File: config.mk
export PLATFORM = sky130hd
export DESIGN_NAME = snake_plotter
export DESIGN_NICKNAME = d
export VERILOG_FILES = /design/src/rtl/snake_plotter.sv
export SDC_FILE = /design/constraint.sdc
export NUM_CORES = 1
export LEC_CHECK = 0
export BUFFER_PORTS_ARGS = -buffer_cell sky130_fd_sc_hd__buf_2
export CAP_MARGIN = 0
export CORE_MARGIN = 5
export CORE_UTILIZATION = 52
export DETAILED_ROUTE_END_ITERATION = 12
export PLACE_DENSITY = 0.86
export SLEW_MARGIN = 5
export SYNTH_ARGS = -nofsm -noshare
export SYNTH_HDL_FRONTEND = slang
export SYNTH_SLANG_ARGS = --single-unit
File: constraint.sdc
create_clock -name CLOCK_50 -period 2 [get_ports CLOCK_50]
set_input_delay 0.3 -clock CLOCK_50 [delete_from_list [all_inputs] [get_ports CLOCK_50]]
set_output_delay 0.3 -clock CLOCK_50 [all_outputs]
set_load 0.02 [all_outputs]
File: src/rtl/snake_plotter.sv
// Snake-game pixel plotter: draws one 4x4 cell or clears the 160x120 screen, one pixel per clock.
// Optional build macro PLOTTER_CLIP_EN suppresses the write strobe for cell pixels that fall off-screen.
module snake_plotter (
    input  logic       CLOCK_50,
    input  logic       reset,
    input  logic       start,
    input  logic       clear,
    input  logic       erase,
    input  logic [7:0] x_in,
    input  logic [6:0] y_in,
    input  logic [2:0] colour_in,
    output logic [7:0] vga_x,
    output logic [6:0] vga_y,
    output logic [2:0] vga_colour,
    output logic       vga_plot,
    output logic       busy,
    output logic       done
);

    typedef enum logic [1:0] {IDLE, CELL, CLR, DONE} state_t;

    state_t     r_state;
    logic       r_clearLat;
    logic       r_eraseLat;
    logic [7:0] r_xLat;
    logic [6:0] r_yLat;
    logic [2:0] r_colourLat;
    logic [1:0] r_col;
    logic [1:0] r_row;
    logic [7:0] r_clrX;
    logic [6:0] r_clrY;
    logic [7:0] r_vgaX;
    logic [6:0] r_vgaY;
    logic [2:0] r_vgaColour;
    logic       r_vgaPlot;
    logic       r_busy;
    logic       r_done;

    logic [1:0] w_nextCol;
    logic [1:0] w_nextRow;
    logic [7:0] w_cellX;
    logic [6:0] w_cellY;
    logic       w_cellLast;
    logic [7:0] w_clrNextX;
    logic [6:0] w_clrNextY;
    logic       w_clrLast;
    logic [2:0] w_drawColour;
    logic       w_cellVisible;
    logic       w_acceptVisible;

    // Counters hold the pixel currently on the outputs; the next pixel is computed ahead.
    assign w_nextCol    = r_col + 2'd1;
    assign w_nextRow    = (r_col == 2'd3) ? r_row + 2'd1 : r_row;
    assign w_cellX      = r_xLat + {6'd0, w_nextCol};
    assign w_cellY      = r_yLat + {5'd0, w_nextRow};
    assign w_cellLast   = (r_col == 2'd3) && (r_row == 2'd3);
    assign w_clrNextX   = (r_clrX == 8'd159) ? 8'd0 : r_clrX + 8'd1;
    assign w_clrNextY   = (r_clrX == 8'd159) ? r_clrY + 7'd1 : r_clrY;
    assign w_clrLast    = (r_clrX == 8'd159) && (r_clrY == 7'd119);
    assign w_drawColour = (r_eraseLat || r_clearLat) ? 3'b000 : r_colourLat;

`ifdef PLOTTER_CLIP_EN
    assign w_cellVisible   = (w_cellX <= 8'd159) && (w_cellY <= 7'd119);
    assign w_acceptVisible = (x_in <= 8'd159) && (y_in <= 7'd119);
`else
    assign w_cellVisible   = 1'b1;
    assign w_acceptVisible = 1'b1;
`endif

    always_ff @(posedge CLOCK_50) begin
        if (reset) begin
            r_state     <= IDLE;
            r_clearLat  <= 1'b0;
            r_eraseLat  <= 1'b0;
            r_xLat      <= 8'd0;
            r_yLat      <= 7'd0;
            r_colourLat <= 3'd0;
            r_col       <= 2'd0;
            r_row       <= 2'd0;
            r_clrX      <= 8'd0;
            r_clrY      <= 7'd0;
            r_vgaX      <= 8'd0;
            r_vgaY      <= 7'd0;
            r_vgaColour <= 3'd0;
            r_vgaPlot   <= 1'b0;
            r_busy      <= 1'b0;
            r_done      <= 1'b0;
        end else begin
            case (r_state)
                IDLE: begin
                    r_busy <= 1'b0;
                    r_done <= 1'b0;
                    // The first pixel goes out on the accept edge itself.
                    if (start) begin
                        r_clearLat  <= clear;
                        r_eraseLat  <= erase;
                        r_xLat      <= x_in;
                        r_yLat      <= y_in;
                        r_colourLat <= colour_in;
                        r_col       <= 2'd0;
                        r_row       <= 2'd0;
                        r_clrX      <= 8'd0;
                        r_clrY      <= 7'd0;
                        r_busy      <= 1'b1;
                        r_vgaX      <= clear ? 8'd0 : x_in;
                        r_vgaY      <= clear ? 7'd0 : y_in;
                        r_vgaColour <= (clear || erase) ? 3'b000 : colour_in;
                        r_vgaPlot   <= clear ? 1'b1 : w_acceptVisible;
                        r_state     <= clear ? CLR : CELL;
                    end
                end
                CELL: begin
                    if (w_cellLast) begin
                        r_vgaPlot <= 1'b0;
                        r_done    <= 1'b1;
                        r_state   <= DONE;
                    end else begin
                        r_col       <= w_nextCol;
                        r_row       <= w_nextRow;
                        r_vgaX      <= w_cellX;
                        r_vgaY      <= w_cellY;
                        r_vgaColour <= w_drawColour;
                        r_vgaPlot   <= w_cellVisible;
                    end
                end
                CLR: begin
                    if (w_clrLast) begin
                        r_vgaPlot <= 1'b0;
                        r_done    <= 1'b1;
                        r_state   <= DONE;
                    end else begin
                        r_clrX      <= w_clrNextX;
                        r_clrY      <= w_clrNextY;
                        r_vgaX      <= w_clrNextX;
                        r_vgaY      <= w_clrNextY;
                        r_vgaColour <= w_drawColour;
                        r_vgaPlot   <= 1'b1;
                    end
                end
                DONE: begin
                    r_done  <= 1'b0;
                    r_busy  <= 1'b0;
                    r_state <= IDLE;
                end
                default: r_state <= IDLE;
            endcase
        end
    end

    assign vga_x      = r_vgaX;
    assign vga_y      = r_vgaY;
    assign vga_colour = r_vgaColour;
    assign vga_plot   = r_vgaPlot;
    assign busy       = r_busy;
    assign done       = r_done;

endmodule

Yosys cells after proc, flatten, opt, wreduce, memory -nomap -nowiden
Cells that the tools add are included.
W data, S select, Z words.
- register bits: 62
- input port bits: 23
- add/subtract/negate cells: 6
- eq/ne operators: 12
- multiplexer cells: 42
- reduce and logical (&&, ||, !) cells: 17
- operators with widths (cell ; count):
    $mux W8 ; 6
    $mux W7 ; 6
    $pmux W8 S3 ; 1
    $pmux W7 S3 ; 1
    $mux W2 ; 8
    $pmux W8 S2 ; 1
    $mux W3 ; 5
    $pmux W7 S2 ; 1
    $ne A2 B2 Y1 const B ; 5
    $pmux W3 S3 ; 1
    $reduce_and A3 Y1 ; 3
    $add A8 B1 Y8 const B ; 1
    $add A8 B2 Y8 ; 1
    $eq A2 B2 Y1 const B ; 4
    $eq A8 B8 Y1 const B ; 1
    $pmux W2 S2 ; 2
    $pmux W2 S4 ; 1
    $add A7 B1 Y7 const B ; 1
    $add A7 B2 Y7 ; 1
    $eq A7 B7 Y1 const B ; 1
    $mux W1 ; 6
    $pmux W1 S3 ; 2
    $reduce_and A2 Y1 ; 3
    $reduce_bool A2 Y1 ; 3
    other kinds (9) ; 12

Depth between registers and ports, before layout
- depth after elaboration: 5
- gate-level depth with buffers: 10

Least setup slack after synthesis
OpenSTA, ideal clock, no wires.
- kind: register -> register
- start: register r_clrX[0]
- end: register r_vgaY[5], in the netlist vga_y[5]
- setup time: 133 ps
- arrival: 1968 ps
- data required time: 1867 ps
- slack: -102 ps
- cell stages (with the launch flop): 7
- buffers on the path: 0
- period minus slack after synthesis: 2102 ps
- cells stage by stage: dfxtp_1 ha_1 nand4_4 or4_4 xnor2_2 a221oi_1 o41ai_2
- word-level cells in the longest chain between the ends: 4
- elaborated cells on any way between the ends: 7
- those cells by class: eq/ne (2); mux (3); reduce/logical (2)
- RTL lines (element ; RTL line ; source):
    start: declaration ; 30 ; logic [7:0] r_clrX;
    start signal: assignment ; 132 ; r_clrX <= w_clrNextX;
    $eq A8 B8 Y1 * ; 58, 59 ;
    $mux W7 / $logic_and A1 B1 Y1 (equally long branches) ; 58, 59 ;
    $mux W7 / $ne A2 B2 Y1 (equally long branches) ; n/a ;
    $pmux W7 S3 / $reduce_and A4 Y1 (equally long branches) ; n/a ;
    end signal: assignment ; 106 ; r_vgaY <= clear ? 7'd0 : y_in;
    end signal: assignment ; 121 ; r_vgaY <= w_cellY;
    end signal: assignment ; 135 ; r_vgaY <= w_clrNextY;
    end: declaration ; 33 ; logic [6:0] r_vgaY;
Every way passes the cells marked *; elsewhere a longest branch is shown, timed or not. The select of a mux whose other input is x is not followed.
A chain may end at the register's enable or synchronous reset.

Worst setup path after layout
- start: register r_row[1]
- end: register r_vgaY[5], in the netlist vga_y[5]
- word-level cells in the longest chain between the ends: 5
- elaborated cells on any way between the ends: 9
- those cells by class: add/sub (2); eq/ne (2); mux (3); reduce/logical (2)
- RTL lines (element ; RTL line ; source):
    start: declaration ; 29 ; logic [1:0] r_row;
    start signal: assignment ; 119 ; r_row <= w_nextRow;
    $add A2 B1 Y2 ; 53 ; assign w_nextRow = (r_col == 2'd3) ? r_row + 2'd1 : r_row;
    $mux W2 ; 53 ;
    $add A7 B2 Y7 ; 55 ; assign w_cellY = r_yLat + {5'd0, w_nextRow};
    $mux W7 ; 113 ; if (w_cellLast) begin
    $pmux W7 S3 ; 89 ; case (r_state)
Several ways; a longest one is shown, not always the timed one. The select of a mux whose other input is x is not followed.

==> impl_metrics.prom <==
# TYPE chip_impl_metric gauge
chip_impl_info{name="status",value="finished, violations left"} 1
chip_impl_info{name="failed_checks",value="negative setup slack"} 1
chip_impl_metric{name="die_area",unit="sq um"} 8510
chip_impl_metric{name="synth_sequential_area_ratio",unit="%"} 35.3
chip_impl_metric{name="detail_route.drc_violations",unit=""} 0
chip_impl_metric{name="vias_per_cell",unit=""} 6.62
chip_impl_metric{name="antenna_cells_inserted",unit=""} 0
chip_impl_metric{name="clock_latency_on_the_worst_skew_pair",unit="ps"} 350
chip_impl_info{name="worstSetupEndpointType",value="flop"} 1
chip_impl_metric{name="clock_skew",unit="ps"} 12.0
chip_impl_metric{name="p_leak",unit="nW"} 1.88
chip_impl_info{name="most_frequent_standard_cell_in_the_layout_excluding_fill_and_tap_cells",value="sky130_fd_sc_hd__nand2_1"} 1
chip_impl_metric{name="p_int",unit="mW"} 3.15
chip_impl_metric{name="synthCells",unit=""} 431
chip_impl_metric{name="pin_count",unit=""} 44
chip_impl_metric{name="cts_inserted_buffers",unit=""} 9
chip_impl_metric{name="row_count",unit=""} 30
chip_impl_metric{name="synth-compound-area-share",unit="%"} 22.1
chip_impl_metric{name="post_drt_wl_per_cell",unit="um"} 19.7
chip_impl_metric{name="muxShareOfSynthArea",unit="%"} 1.78
chip_impl_metric{name="clockBufferDepth",unit=""} 2
chip_impl_metric{name="grt_usage",unit="%"} 24.5
chip_impl_metric{name="postRouteAntennaNets",unit=""} 0
chip_impl_info{name="top_library_cells_by_usage_in_the_layout_fill_and_taps_aside",value="sky130_fd_sc_hd__nand2_1, sky130_fd_sc_hd__dfxtp_1, sky130_fd_sc_hd__buf_4, sky130_fd_sc_hd__a21oi_1, sky130_fd_sc_hd__buf_2"} 1
chip_impl_metric{name="die_w",unit="um"} 92.2
chip_impl_metric{name="worst_slew_margin_rel",unit="%"} 62.7
chip_impl_metric{name="reg2reg_slack",unit="ps"} -180
chip_impl_metric{name="first_iter_violations",unit=""} 584
chip_impl_metric{name="peakVddDrop",unit="mV"} 1.02
chip_impl_info{name="critPathMostFrequentCell",value="sky130_fd_sc_hd__ha_4"} 1
chip_impl_metric{name="post_synth_fa_ha_maj_area_fraction",unit="%"} 5.41
chip_impl_metric{name="crit_arrival",unit="ps"} 2420
chip_impl_metric{name="drt-pass1-iter-count",unit=""} 8
chip_impl_metric{name="clkSlewWorstSetupHoldPaths",unit="ps"} 80
chip_impl_info{name="critical_path.cell_chain",value="ha_4, mux2_4, buf_4, ha_4, a21oi_2, nor2b_1, xor2_1, a221oi_2, o41ai_2"} 1
chip_impl_metric{name="final_net_count",unit=""} 551
chip_impl_metric{name="starting_density_of_the_core",unit="%"} 52.6
chip_impl_metric{name="max_cap_violations",unit=""} 0
chip_impl_metric{name="floorplan.die.height",unit="um"} 92.2
chip_impl_metric{name="required_arrival_time_at_the_worst_endpoint",unit="ps"} 2240
chip_impl_metric{name="net_count_after_synthesis",unit=""} 468
chip_impl_metric{name="cp.buffers_inverters",unit=""} 1
chip_impl_metric{name="syn_avg_cell_area",unit="sq um"} 8.16
chip_impl_metric{name="syn-cell-area",unit="sq um"} 3520
chip_impl_metric{name="min_period_over_period",unit="%"} 109
chip_impl_metric{name="grt_start_max_net_pins",unit=""} 30
chip_impl_metric{name="clock_sinks",unit=""} 62
chip_impl_metric{name="share_seq_of_total_power",unit="%"} 30.2
chip_impl_info{name="ctsRootBufferMaster",value="sky130_fd_sc_hd__clkbuf_8"} 1
chip_impl_metric{name="clkPwrFrac",unit="%"} 19.4
chip_impl_metric{name="highest_fanout_seen_on_the_critical_path",unit=""} 3
chip_impl_info{name="min_delay_worst_endpoint",value="r_yLat[6]"} 1
chip_impl_metric{name="grt_pass1_wl",unit="mm"} 16.9
chip_impl_metric{name="vias_in_the_first_global_route",unit=""} 3512
chip_impl_info{name="ys_dominant_reg_cell",value="sky130_fd_sc_hd__dfxtp_1"} 1
chip_impl_metric{name="netSwitchingFraction",unit="%"} 44.4
chip_impl_metric{name="worst-slew-pin-transition",unit="ps"} 559
chip_impl_metric{name="highest_attainable_clock_frequency",unit="MHz"} 458
chip_impl_metric{name="switching_power",unit="mW"} 2.52
chip_impl_metric{name="distinct_cell_type_count_of_the_synthesized_netlist",unit=""} 54
chip_impl_metric{name="fillcell_total",unit=""} 443
chip_impl_metric{name="hpwlAfterDp",unit="mm"} 7.29
chip_impl_metric{name="io_buffers",unit=""} 43
chip_impl_metric{name="synth_xor_area_share",unit="%"} 5.44
chip_impl_info{name="largest_family_of_logic_cells_by_synthesized_area",value="simple AND/OR/NAND/NOR gates"} 1
chip_impl_metric{name="antenna_found_initial",unit=""} 0
chip_impl_metric{name="timing.reg2reg.worst_path_depth",unit=""} 9
chip_impl_info{name="critical-path-slowest-cell",value="sky130_fd_sc_hd__dfxtp_2"} 1
chip_impl_metric{name="final-setup-viol-count",unit=""} 7
chip_impl_metric{name="yosys.area_share.simple",unit="%"} 25.1
chip_impl_metric{name="post-layout-total-power",unit="mW"} 5.67
chip_impl_metric{name="placed_cells",unit=""} 575
chip_impl_info{name="rsz0062_at_grt",value="true"} 1
chip_impl_metric{name="async_reset_ff_share",unit="%"} 0
chip_impl_metric{name="whs_path_depth",unit=""} 3
chip_impl_metric{name="synth-warning-count",unit=""} 0
chip_impl_metric{name="gp_routability_congestion",unit=""} 0.884
chip_impl_info{name="crit_path_category",value="reg2reg"} 1
chip_impl_metric{name="globalRoute.totalOverflow",unit=""} 0
chip_impl_metric{name="post_layout_nonfiller_instances",unit=""} 599
chip_impl_metric{name="number_of_enable_flip_flop_cells_after_synthesis",unit=""} 0
chip_impl_metric{name="final_layout_size_suffix_gt1_share",unit="%"} 33.3
chip_impl_metric{name="power_density",unit="nW/um^2"} 1230
chip_impl_info{name="hold_class",value="in2reg"} 1
chip_impl_metric{name="min_period",unit="ps"} 2180
chip_impl_info{name="cpLargestDelayFamily",value="compound AO/OA/AOI/OAI gates"} 1
chip_impl_metric{name="h-tree-depth",unit=""} 3
chip_impl_info{name="cts_tree",value="yes"} 1
chip_impl_info{name="worst_setup_path_start_kind",value="flop"} 1
chip_impl_metric{name="num_vias",unit=""} 3968
chip_impl_metric{name="hold_violations",unit=""} 0
chip_impl_metric{name="total_wire_length",unit="mm"} 11.8
chip_impl_metric{name="worst-path-stages",unit=""} 9
chip_impl_metric{name="coreArea",unit="sq um"} 6680
chip_impl_info{name="timing.rr.start",value="r_row[1]"} 1
chip_impl_metric{name="layout-area-overhead-vs-synth",unit="%"} 31.1
chip_impl_metric{name="yosys_register_bits",unit=""} 62
chip_impl_metric{name="cpPeakStageDelay",unit="ps"} 390
chip_impl_metric{name="setup_ws",unit="ps"} -184
chip_impl_metric{name="finalMaxSlewViolations",unit=""} 0
chip_impl_info{name="startpoint_of_the_worst_hold_path",value="y_in[6]"} 1
chip_impl_info{name="crit-reg2reg-capture",value="vga_y[5]"} 1
chip_impl_metric{name="power.share.combinational",unit="%"} 50.4
[Yosys cell counts (all sizes together) (8+ instances only)]
cell / instances / area, sq um
nor2: 29 / 109
nand2: 66 / 248
inv: 14 / 52.6
nand3b: 8 / 60.1
nand3: 15 / 80.1
o21ai: 14 / 70.1
a21oi: 48 / 240
dfxtp: 62 / 1240
a311oi: 8 / 70.1
nor3: 15 / 75.1
ha: 12 / 150
nand2b: 9 / 56.3
clkbuf: 19 / 71.3
xor2: 12 / 105
a221oi: 8 / 70.1
xnor2: 9 / 86.3
buf: 10 / 50.1
[power by group through the flow]
| stage | clock network, mW | registers, mW | logic [mW] |
|---|---|---|---|
| floorplan | 0 | 1.89 | 1.40 |
| global placement | 0 | 1.69 | 2.44 |
| detailed placement | 0 | 1.71 | 2.51 |
| CTS | 1.09 | 1.70 | 2.60 |
| global route | 1.16 | 1.74 | 3.04 |
| finish | 1.10 | 1.71 | 2.86 |
[worst min-delay path: stages]
cell,delay (ps)
sky130_fd_sc_hd__buf_2,110
sky130_fd_sc_hd__nand2_1,50
sky130_fd_sc_hd__a21oi_1,50
[registers in the layout, indices dropped and copies added (netlist names)]
signal       flops
vga_y            7
r_clrY           7
r_col            2
busy             1
r_clearLat       1
vga_plot         1
r_yLat           7
vga_x            8
done             1
r_colourLat      3
r_eraseLat       1
r_xLat           8
vga_colour       3
r_row            2
r_clrX           8
r_state          2
[worst max path at each step]
stage | start | end
after floorplan | r_col[0] | vga_y[4]
after global placement | r_col[0] | vga_x[4]
after detailed placement | r_col[1] | vga_y[4]
after CTS | r_row[0] | vga_y[4]
after global routing | r_row[1] | vga_y[4]
final | r_row[1] | vga_y[5]
[routing by layer]
metal  part of all wire, %  track usage (%)
met1                    37             30.3
met2                    47             40.9
met3                    11             5.66
met4                   4.7             10.4
met5                     0                0
[cell families after synthesis]
family	after synthesis
compound gates	114
xor+xnor	21
fa+ha+maj	14
buf+inv	43
flops	62
mux	6
simple gates	171
[through the flow]
step	worst slack, ps	util, %	hold slack (ps)	setup TNS, ps	cell area, sq um
after CTS	-28.0	66.3	197	-28.0	4430
final	-184	69.0	201	-718	4610
after detailed placement	-129	62.1	449	-706	4150
after global routing	-240	69.0	194	-1260	4610
after global placement	-19.0	62.1	442	-54.5	4150
after floorplan	4.76	-	436	0	3560
[layout make-up]
class | instances | area (sq um) | area share (%)
Tap cell | 80 | 100 | 2.17
Multi-Input combinational cell | 326 | 2330 | 50.6
Timing Repair Buffer | 101 | 683 | 14.8
Clock buffer | 10 | 128 | 2.77
Inverter | 14 | 52.6 | 1.14
Clock inverter | 6 | 62.6 | 1.36
Sequential cell | 62 | 1250 | 27.1
[timing repair]
action,4_1_cts,5_1_grt
buffers inserted,1,7
setup endpoints to repair,22,35
resized for setup,17,30
hold buffers,0,0
pin swaps,17,22
Note: power is estimated with default switching activity, not from simulation.
